==> src/rtl/thunderbird_seq_param_if.sv <==
// Switch-input / lamp-output bundle for the parametrised Thunderbird tail-light sequencer.
interface thunderbird_seq_param_if #(
  parameter int unsigned N_LAMPS = 3,
  parameter int unsigned SW      = $clog2(N_LAMPS + 1)
);
  logic               L;
  logic               R;
  logic               H;
  logic               B;
  logic [N_LAMPS-1:0] left;
  logic [N_LAMPS-1:0] right;
  logic [1:0]         mode;
  logic [SW-1:0]      step;

  modport master (output L, R, H, B, input left, right, mode, step);
  modport slave  (input L, R, H, B, output left, right, mode, step);
endinterface

==> src/rtl/thunderbird_seq_param.sv <==
// Sequential-fill turn/hazard/brake tail-light controller with N_LAMPS per side
// and a DIV+1 clock step prescaler.
module thunderbird_seq_param #(
  parameter int unsigned N_LAMPS = 3,
  parameter int unsigned DIV     = 0,
  parameter int unsigned SW      = $clog2(N_LAMPS + 1)
) (
  input  logic                       clk,
  input  logic                       reset,
  thunderbird_seq_param_if.slave     bus
);

  localparam int unsigned CW = (DIV > 0) ? $clog2(DIV + 1) : 1;

  typedef enum logic [1:0] {
    IDLE  = 2'd0,
    LEFT  = 2'd1,
    RIGHT = 2'd2,
    HAZ   = 2'd3
  } mode_t;

  mode_t              mode_q, mode_n;
  logic [SW-1:0]      step_q, step_n;
  logic [CW-1:0]      cnt;
  logic               tick;
  logic               req_haz;
  logic [N_LAMPS-1:0] left_q, right_q, left_n, right_n;

  // Thermometer pattern: lamps below the step index are lit.
  function automatic logic [N_LAMPS-1:0] fill(input logic [SW-1:0] s);
    logic [N_LAMPS-1:0] f;
    f = '0;
    for (int i = 0; i < int'(N_LAMPS); i++) begin
      f[i] = (i < int'(s));
    end
    return f;
  endfunction

  assign tick    = (cnt == CW'(DIV));
  assign req_haz = bus.H | (bus.L & bus.R);

  // Next mode/step; only moves on prescaler ticks.
  always_comb begin
    mode_n = mode_q;
    step_n = step_q;
    if (tick) begin
      unique case (mode_q)
        IDLE: begin
          if (req_haz) begin
            mode_n = HAZ;   step_n = SW'(1);
          end else if (bus.L) begin
            mode_n = LEFT;  step_n = SW'(1);
          end else if (bus.R) begin
            mode_n = RIGHT; step_n = SW'(1);
          end else begin
            mode_n = IDLE;  step_n = '0;
          end
        end
        LEFT, RIGHT: begin
          if (req_haz) begin
            mode_n = HAZ;   step_n = SW'(1);
          end else if (step_q < SW'(N_LAMPS)) begin
            step_n = step_q + SW'(1);
          end else begin
            mode_n = IDLE;  step_n = '0;
          end
        end
        HAZ: begin
          if (step_q == SW'(1)) begin
            step_n = '0;
          end else if (req_haz) begin
            step_n = SW'(1);
          end else begin
            mode_n = IDLE;  step_n = '0;
          end
        end
        default: begin
          mode_n = IDLE;    step_n = '0;
        end
      endcase
    end
  end

  // Lamp decode of the next state, so the lamp registers line up with mode/step;
  // brake is folded in here, giving one clock from B to the lamps.
  always_comb begin
    left_n  = {N_LAMPS{bus.B}};
    right_n = {N_LAMPS{bus.B}};
    unique case (mode_n)
      LEFT:    left_n  = fill(step_n);
      RIGHT:   right_n = fill(step_n);
      HAZ: begin
        left_n  = {N_LAMPS{step_n[0]}};
        right_n = {N_LAMPS{step_n[0]}};
      end
      default: ;
    endcase
  end

  always_ff @(posedge clk) begin
    if (reset) begin
      cnt     <= '0;
      mode_q  <= IDLE;
      step_q  <= '0;
      left_q  <= '0;
      right_q <= '0;
    end else begin
      cnt     <= tick ? '0 : cnt + CW'(1);
      mode_q  <= mode_n;
      step_q  <= step_n;
      left_q  <= left_n;
      right_q <= right_n;
    end
  end

  assign bus.left  = left_q;
  assign bus.right = right_q;
  assign bus.mode  = mode_q;
  assign bus.step  = step_q;

endmodule

==> src/flat_wrapper.sv <==
// flat-port wrapper written by rule: the top's interface ports become plain ports
module thunderbird_seq_param_flat 
#(
  parameter int unsigned N_LAMPS = 3,
  parameter int unsigned DIV     = 0,
  parameter int unsigned SW      = $clog2(N_LAMPS + 1)
)
  (clk, reset, bus_L, bus_R, bus_H, bus_B, bus_left, bus_right, bus_mode, bus_step);
  thunderbird_seq_param_if #(.N_LAMPS(N_LAMPS), .SW(SW)) bus_i ();
  input  logic clk;
  input  logic reset;
  input wire logic [$bits(bus_i.L)-1:0] bus_L;
  input wire logic [$bits(bus_i.R)-1:0] bus_R;
  input wire logic [$bits(bus_i.H)-1:0] bus_H;
  input wire logic [$bits(bus_i.B)-1:0] bus_B;
  output wire logic [$bits(bus_i.left)-1:0] bus_left;
  output wire logic [$bits(bus_i.right)-1:0] bus_right;
  output wire logic [$bits(bus_i.mode)-1:0] bus_mode;
  output wire logic [$bits(bus_i.step)-1:0] bus_step;
  assign bus_i.L = bus_L;
  assign bus_i.R = bus_R;
  assign bus_i.H = bus_H;
  assign bus_i.B = bus_B;
  assign bus_left = bus_i.left;
  assign bus_right = bus_i.right;
  assign bus_mode = bus_i.mode;
  assign bus_step = bus_i.step;
  thunderbird_seq_param #(.N_LAMPS(N_LAMPS), .DIV(DIV), .SW(SW)) u_core (.clk(clk), .reset(reset), .bus(bus_i));
endmodule
==> config.mk <==
export PLATFORM = sky130hd
export DESIGN_NAME = thunderbird_seq_param_flat
export DESIGN_NICKNAME = d
export VERILOG_FILES = /design/src/rtl/thunderbird_seq_param_if.sv /design/src/rtl/thunderbird_seq_param.sv /design/src/flat_wrapper.sv
export SDC_FILE = /design/constraint.sdc
export NUM_CORES = 1
export LEC_CHECK = 0
export ABC_AREA = 0
export CAP_MARGIN = 30
export CORE_MARGIN = 5
export CORE_UTILIZATION = 44
export DETAILED_ROUTE_END_ITERATION = 7
export PLACE_DENSITY = 0.85
export SETUP_SLACK_MARGIN = 0.4
export SLEW_MARGIN = 10
export SYNTH_ARGS = -nofsm -noshare
export SYNTH_HDL_FRONTEND = slang
export SYNTH_SLANG_ARGS = --single-unit
==> constraint.sdc <==
create_clock -name clk -period 1.74 [get_ports clk]
set_input_delay 0.435 -clock clk [delete_from_list [all_inputs] [get_ports clk]]
set_output_delay 0.435 -clock clk [all_outputs]
set_load 0.01 [all_outputs]
## After elaboration in Yosys (flattened, before gate mapping)

Index checks and enable logic that the tools add are counted.

- Bits of input ports: 6
- Output and inout bits: 10
- Word-level logic and storage cells: 44
- Flip-flop bits (word level): 11

- Multiplexer cells: 20
- Reductions and logical operators: 3
- Bitwise logic cells: 3
- Magnitude comparators: 4
- $add $sub $neg: 2
- Equality and inequality tests: 7

Operator list:

| cell | count |
|---|---|
| $mux W2 | 14 |
| $pmux W2 S3 | 2 |
| $pmux W3 S2 | 2 |
| $eq A2 B2 Y1 const B | 4 |
| $eq A2 B1 Y1 const B | 3 |
| $lt A1 B2 Y1 const A | 2 |
| $reduce_or A2 Y1 | 2 |
| $add A2 B1 Y2 const B | 1 |
| $logic_not A2 Y1 | 1 |
| $lt A2 B2 Y1 const A | 1 |
| $lt A2 B2 Y1 const B | 1 |
| $mux W1 | 2 |
| $add A1 B1 Y1 const B | 1 |
| $and A1 B1 Y1 | 1 |
| $not A1 Y1 | 1 |
| $or A1 B1 Y1 | 1 |

## Longest topological paths before layout

Gate-level depths: netlist (run 1).

- Depth in word-level cells: 8
- Gate-level depth with buffers: 8

## Worst setup path before layout (run 1)

OpenSTA, ideal clock, no wires.

- Path type: register to register
- Start: register u_core.mode_q[1], in the netlist u_core.bus.mode[1]
- End: register u_core.right_q[2], in the netlist u_core.bus.right[2]
- Slack: -173 ps
- Cell stages (with the launch flop): 9
- Setup time: 117 ps
- Required time: 1623 ps
- Path buffers: 1
- Data arrival time: 1796 ps
- Cells stage by stage: dfxtp_1 > inv_1 > ha_1 > buf_6 > a2111oi_2 > o21ai_1 > o311ai_2 > a21oi_1 > a22o_1

- Longest elaborated chain between the ends: 6
- Elaborated cells between the ends (all ways): 17

Ends and longest elaborated chain:

| item | line | text |
|---|---|---|
| from (decl) | thunderbird_seq_param.sv:22 | `mode_t mode_q, mode_n;` |
| from (signal assigned) | thunderbird_seq_param.sv:109 | `mode_q <= mode_n;` |
| $eq A2 B1 Y1 (tied with other cells) | thunderbird_seq_param.sv:47 | `unique case (mode_q)` |
| $reduce_or A2 Y1 (tied with other cells) | thunderbird_seq_param.sv:47 |  |
| $pmux W2 S3 | thunderbird_seq_param.sv:47 |  |
| $mux W2 | thunderbird_seq_param.sv:46 | `if (tick) begin` |
| $lt A2 B2 Y1 or $eq A2 B2 Y1 (tied branches) | thunderbird_seq_param.sv:34, thunderbird_seq_param.sv:89 |  |
| $pmux W3 S2 * | thunderbird_seq_param.sv:89 | `unique case (mode_n)` |
| to (signal assigned) | thunderbird_seq_param.sv:112 | `right_q <= right_n;` |
| to (decl) | thunderbird_seq_param.sv:27 | `logic [N_LAMPS-1:0] left_q, right_q, left_n, right_n;` |

Mark *: on every way between the ends. The rest lies on a longest branch, timed or not.
A chain may end at the register's enable or synchronous reset.

## Final worst setup path (run 1)

Ends and elaborated chain as after synthesis.

==> impl_metrics.json, run 1 <==
{
  "status": "finished with violations",
  "violations": "setup timing",
  "worstHoldPathType": "in -> reg",
  "vias": 759,
  "cts.reportedPaths.clkPinSlew_ps": 70,
  "final_cell_area_sq_mm": 0.00137,
  "areaGrowthSynthToFinish_pct": 85.2,
  "r2r_cells": 9,
  "num_antenna_cells": 0,
  "grt_max_degree": 10,
  "fillers": 69,
  "ant_nets": 0,
  "cts_tree": "yes",
  "grt_pass1_vias": 721,
  "tns_ps": -188,
  "start_kind": "register",
  "p_per_area_mw_per_mm2": 1020,
  "ys_ff_latch": 11,
  "crit_required_ps": 1910,
  "final-setup-viol-count": 4,
  "ir_drop_mv": 0.821,
  "dp_hpwl_mm": 1.34,
  "cts_sinks": 11,
  "die_x_um": 51.1,
  "drive_gt1_share_pct": 64.7,
  "mostFrequentLayoutCells": "buf_4 (17), buf_6 (13), dlygate4sd2_1 (7)",
  "final_nets": 130,
  "p_leak_nw": 0.559,
  "cp_max_fo": 6,
  "slew_viol_final": 0,
  "slew_headroom_pct": 66.8,
  "drtPass1Iterations": 4,
  "final_common_cell": "buf_4",
  "critPathArrivalTime_ps": 1990,
  "synthDistinctLibCells": 33,
  "routed_wl_mm": 2.53,
  "skew_ps": 1.03,
  "h-tree-depth": 1,
  "worst_slew_pin_slew_ps": 496,
  "maxCapViolCount": 0,
  "cts_hold_buf": 0,
  "clkLatencyLatePin_ps": 270,
  "final_cells": 135,
  "rsz0062_at_grt": "true",
  "coreArea_sq_mm": 0.00156,
  "die_h_um": 51.1,
  "io_pins": 16,
  "grt_usage_pct": 17.2,
  "grt.overflow.total": 0,
  "drtIter0Drc": 12,
  "syn_inst": 75,
  "ys_warn_count": 0,
  "place_congestion": 0.820,
  "syn_area_sq_um": 742,
  "cp-end-kind": "register",
  "start_util_pct": 47.6,
  "hold_viol": 0,
  "whs_path_depth": 3,
  "place_inst": 115,
  "fmax_mhz": 547,
  "io_buffers": 15,
  "cts_buffers": 3,
  "antenna_found_initial": 0,
  "drc": 0,
  "avgViaCountPerCell": 5.62,
  "grt_pass1_wl_mm": 3.31,
  "syn_nets": 85,
  "clk_path_buf_depth": 2,
  "wl_per_cell_um": 18.7,
  "syn_area_per_cell_sq_um": 9.89,
  "placed_cell_area_sq_mm": 0.00103,
  "criticalPathCategory": "reg -> reg",
  "period_share_pct": 105,
  "layout_setup_ws_ps": -87.3,
  "fin_crit_ps": 1830,
  "root_buffer": "clkbuf_4",
  "ys_seq_area_share_pct": 29.7,
  "die_area_sq_mm": 0.00261,
  "rows": 14
}
synth_stat cells:
| cell | count | area (sq um) |
|---|---|---|
| o311ai_2 | 1 | 16.3 |
| a21oi_1 | 5 | 25.0 |
| nor4b_2 | 2 | 30.0 |
| nor2b_2 | 2 | 17.5 |
| ha_1 | 4 | 50.1 |
| nand4bb_1 | 1 | 11.3 |
| nor2_2 | 1 | 6.26 |
| a22o_1 | 1 | 8.76 |
| nor2_1 | 7 | 26.3 |
| nand2b_1 | 2 | 12.5 |
| o221ai_2 | 1 | 15.0 |
| a21boi_1 | 2 | 15.0 |
| nand2_1 | 3 | 11.3 |
| a2111oi_2 | 2 | 30.0 |
| o311ai_4 | 1 | 26.3 |
| nor2b_1 | 1 | 6.26 |
| a22oi_2 | 1 | 12.5 |
| a221oi_2 | 2 | 30.0 |
| a21o_1 | 1 | 7.51 |
| clkbuf_2 | 1 | 5.00 |
| a211oi_2 | 1 | 12.5 |
| buf_6 | 2 | 22.5 |
| nor3_2 | 1 | 10.0 |
| a21oi_4 | 2 | 32.5 |
| o21ai_1 | 1 | 5.00 |
| a31oi_1 | 1 | 6.26 |
| dfxtp_1 | 11 | 220 |
| o21ai_0 | 2 | 10.0 |
| nand3_1 | 1 | 5.00 |
| conb_1 | 1 | 3.75 |
| inv_1 | 8 | 30.0 |
| or2_1 | 2 | 12.5 |
| a21oi_2 | 1 | 8.76 |
layer usage:
metal	vias up	GRT usage (%)	wire, um
met1	371	19.9	1060
met3	7	6.10	120
met5	-	0	0
met2	22	29.2	1290
met4	0	6.28	61
li1	359	-	-
area by class of cell:
class	count	area (sq um)	area share, %
Inverter	8	37.5	2.73
Clock buffer	4	26.3	1.91
Multi-Input combinational cell	53	649	47.3
Tap cell	16	20.0	1.46
Timing Repair Buffer	43	407	29.6
Sequential cell	11	234	17.0
power breakdown:
group,total [mW],internal [mW],switching [mW]
Clock,0.175,0.0890,0.0860
Combinational,0.899,0.477,0.423
Sequential,0.333,0.299,0.0341
through the flow:
step | worst slack (ps) | hold WS [ps] | power, mW | utilization, %
after detailed placement | -503 | 590 | 0.888 | 66.2
after floorplan | -32.1 | 558 | 0.676 | -
after global routing | -162 | 826 | 1.49 | 88.1
final | -87.3 | 813 | 1.41 | 88.1
after global placement | -431 | 558 | 0.876 | 66.2
after CTS | 18.9 | 805 | 1.12 | 74.6
critical path, stage by stage, from the launching register on:
cell and delay (ps):
dfxtp_4 370, inv_4 40, ha_4 190, a2111oi_4 320, buf_4 200, o21ai_4 60
o311ai_4 110, buf_4 190, a21oi_2 30, a22o_1 210
state kept, by name, indices dropped and copies added, names as in the netlist:
register and flops:
u_core.bus.left 3, u_core.bus.right 3, u_core.bus.mode 2, u_core.bus.step 2
u_core.cnt 1
cell families (layout without fill, tap and decap cells):
family	count (synthesis)	count (layout)	synth area share, %
AO/OA/AOI/OAI	25	25	35.2
buffers and inverters	11	55	7.76
flip-flops	11	11	29.7
adder cells (fa/ha/maj)	4	4	6.75
AND/OR/NAND/NOR	23	23	20.1
other	1	1	0.505
final timing paths:
kind | to | slack [ps] | start
max | u_core.bus.right[2] | -90 | u_core.bus.mode[1]
min | u_core.bus.right[0] | 810 | bus_B
max reg2reg | u_core.bus.right[2] | -90 | u_core.bus.mode[1]
min reg2reg | u_core.bus.right[1] | 850 | u_core.bus.step[1]
what timing repair did:
item	4_1_cts	5_1_grt
setup buffers	9	7
pin swaps	15	14
resized for setup	40	31
endpoints found under the setup margin	20	14
Note: power is estimated with default switching activity, not from simulation.
==> inputs of run 2 (changes only) <==
- SLEW_MARGIN: 10 -> 0
==> results of run 2 <==
No change in the layout: final DEF, timing and power equal those of run 1.
==> inputs of run 3 (changes only) <==
- CAP_MARGIN: 30 -> 20
==> results of run 3 <==
No change in the layout: final DEF, timing and power equal those of run 1.
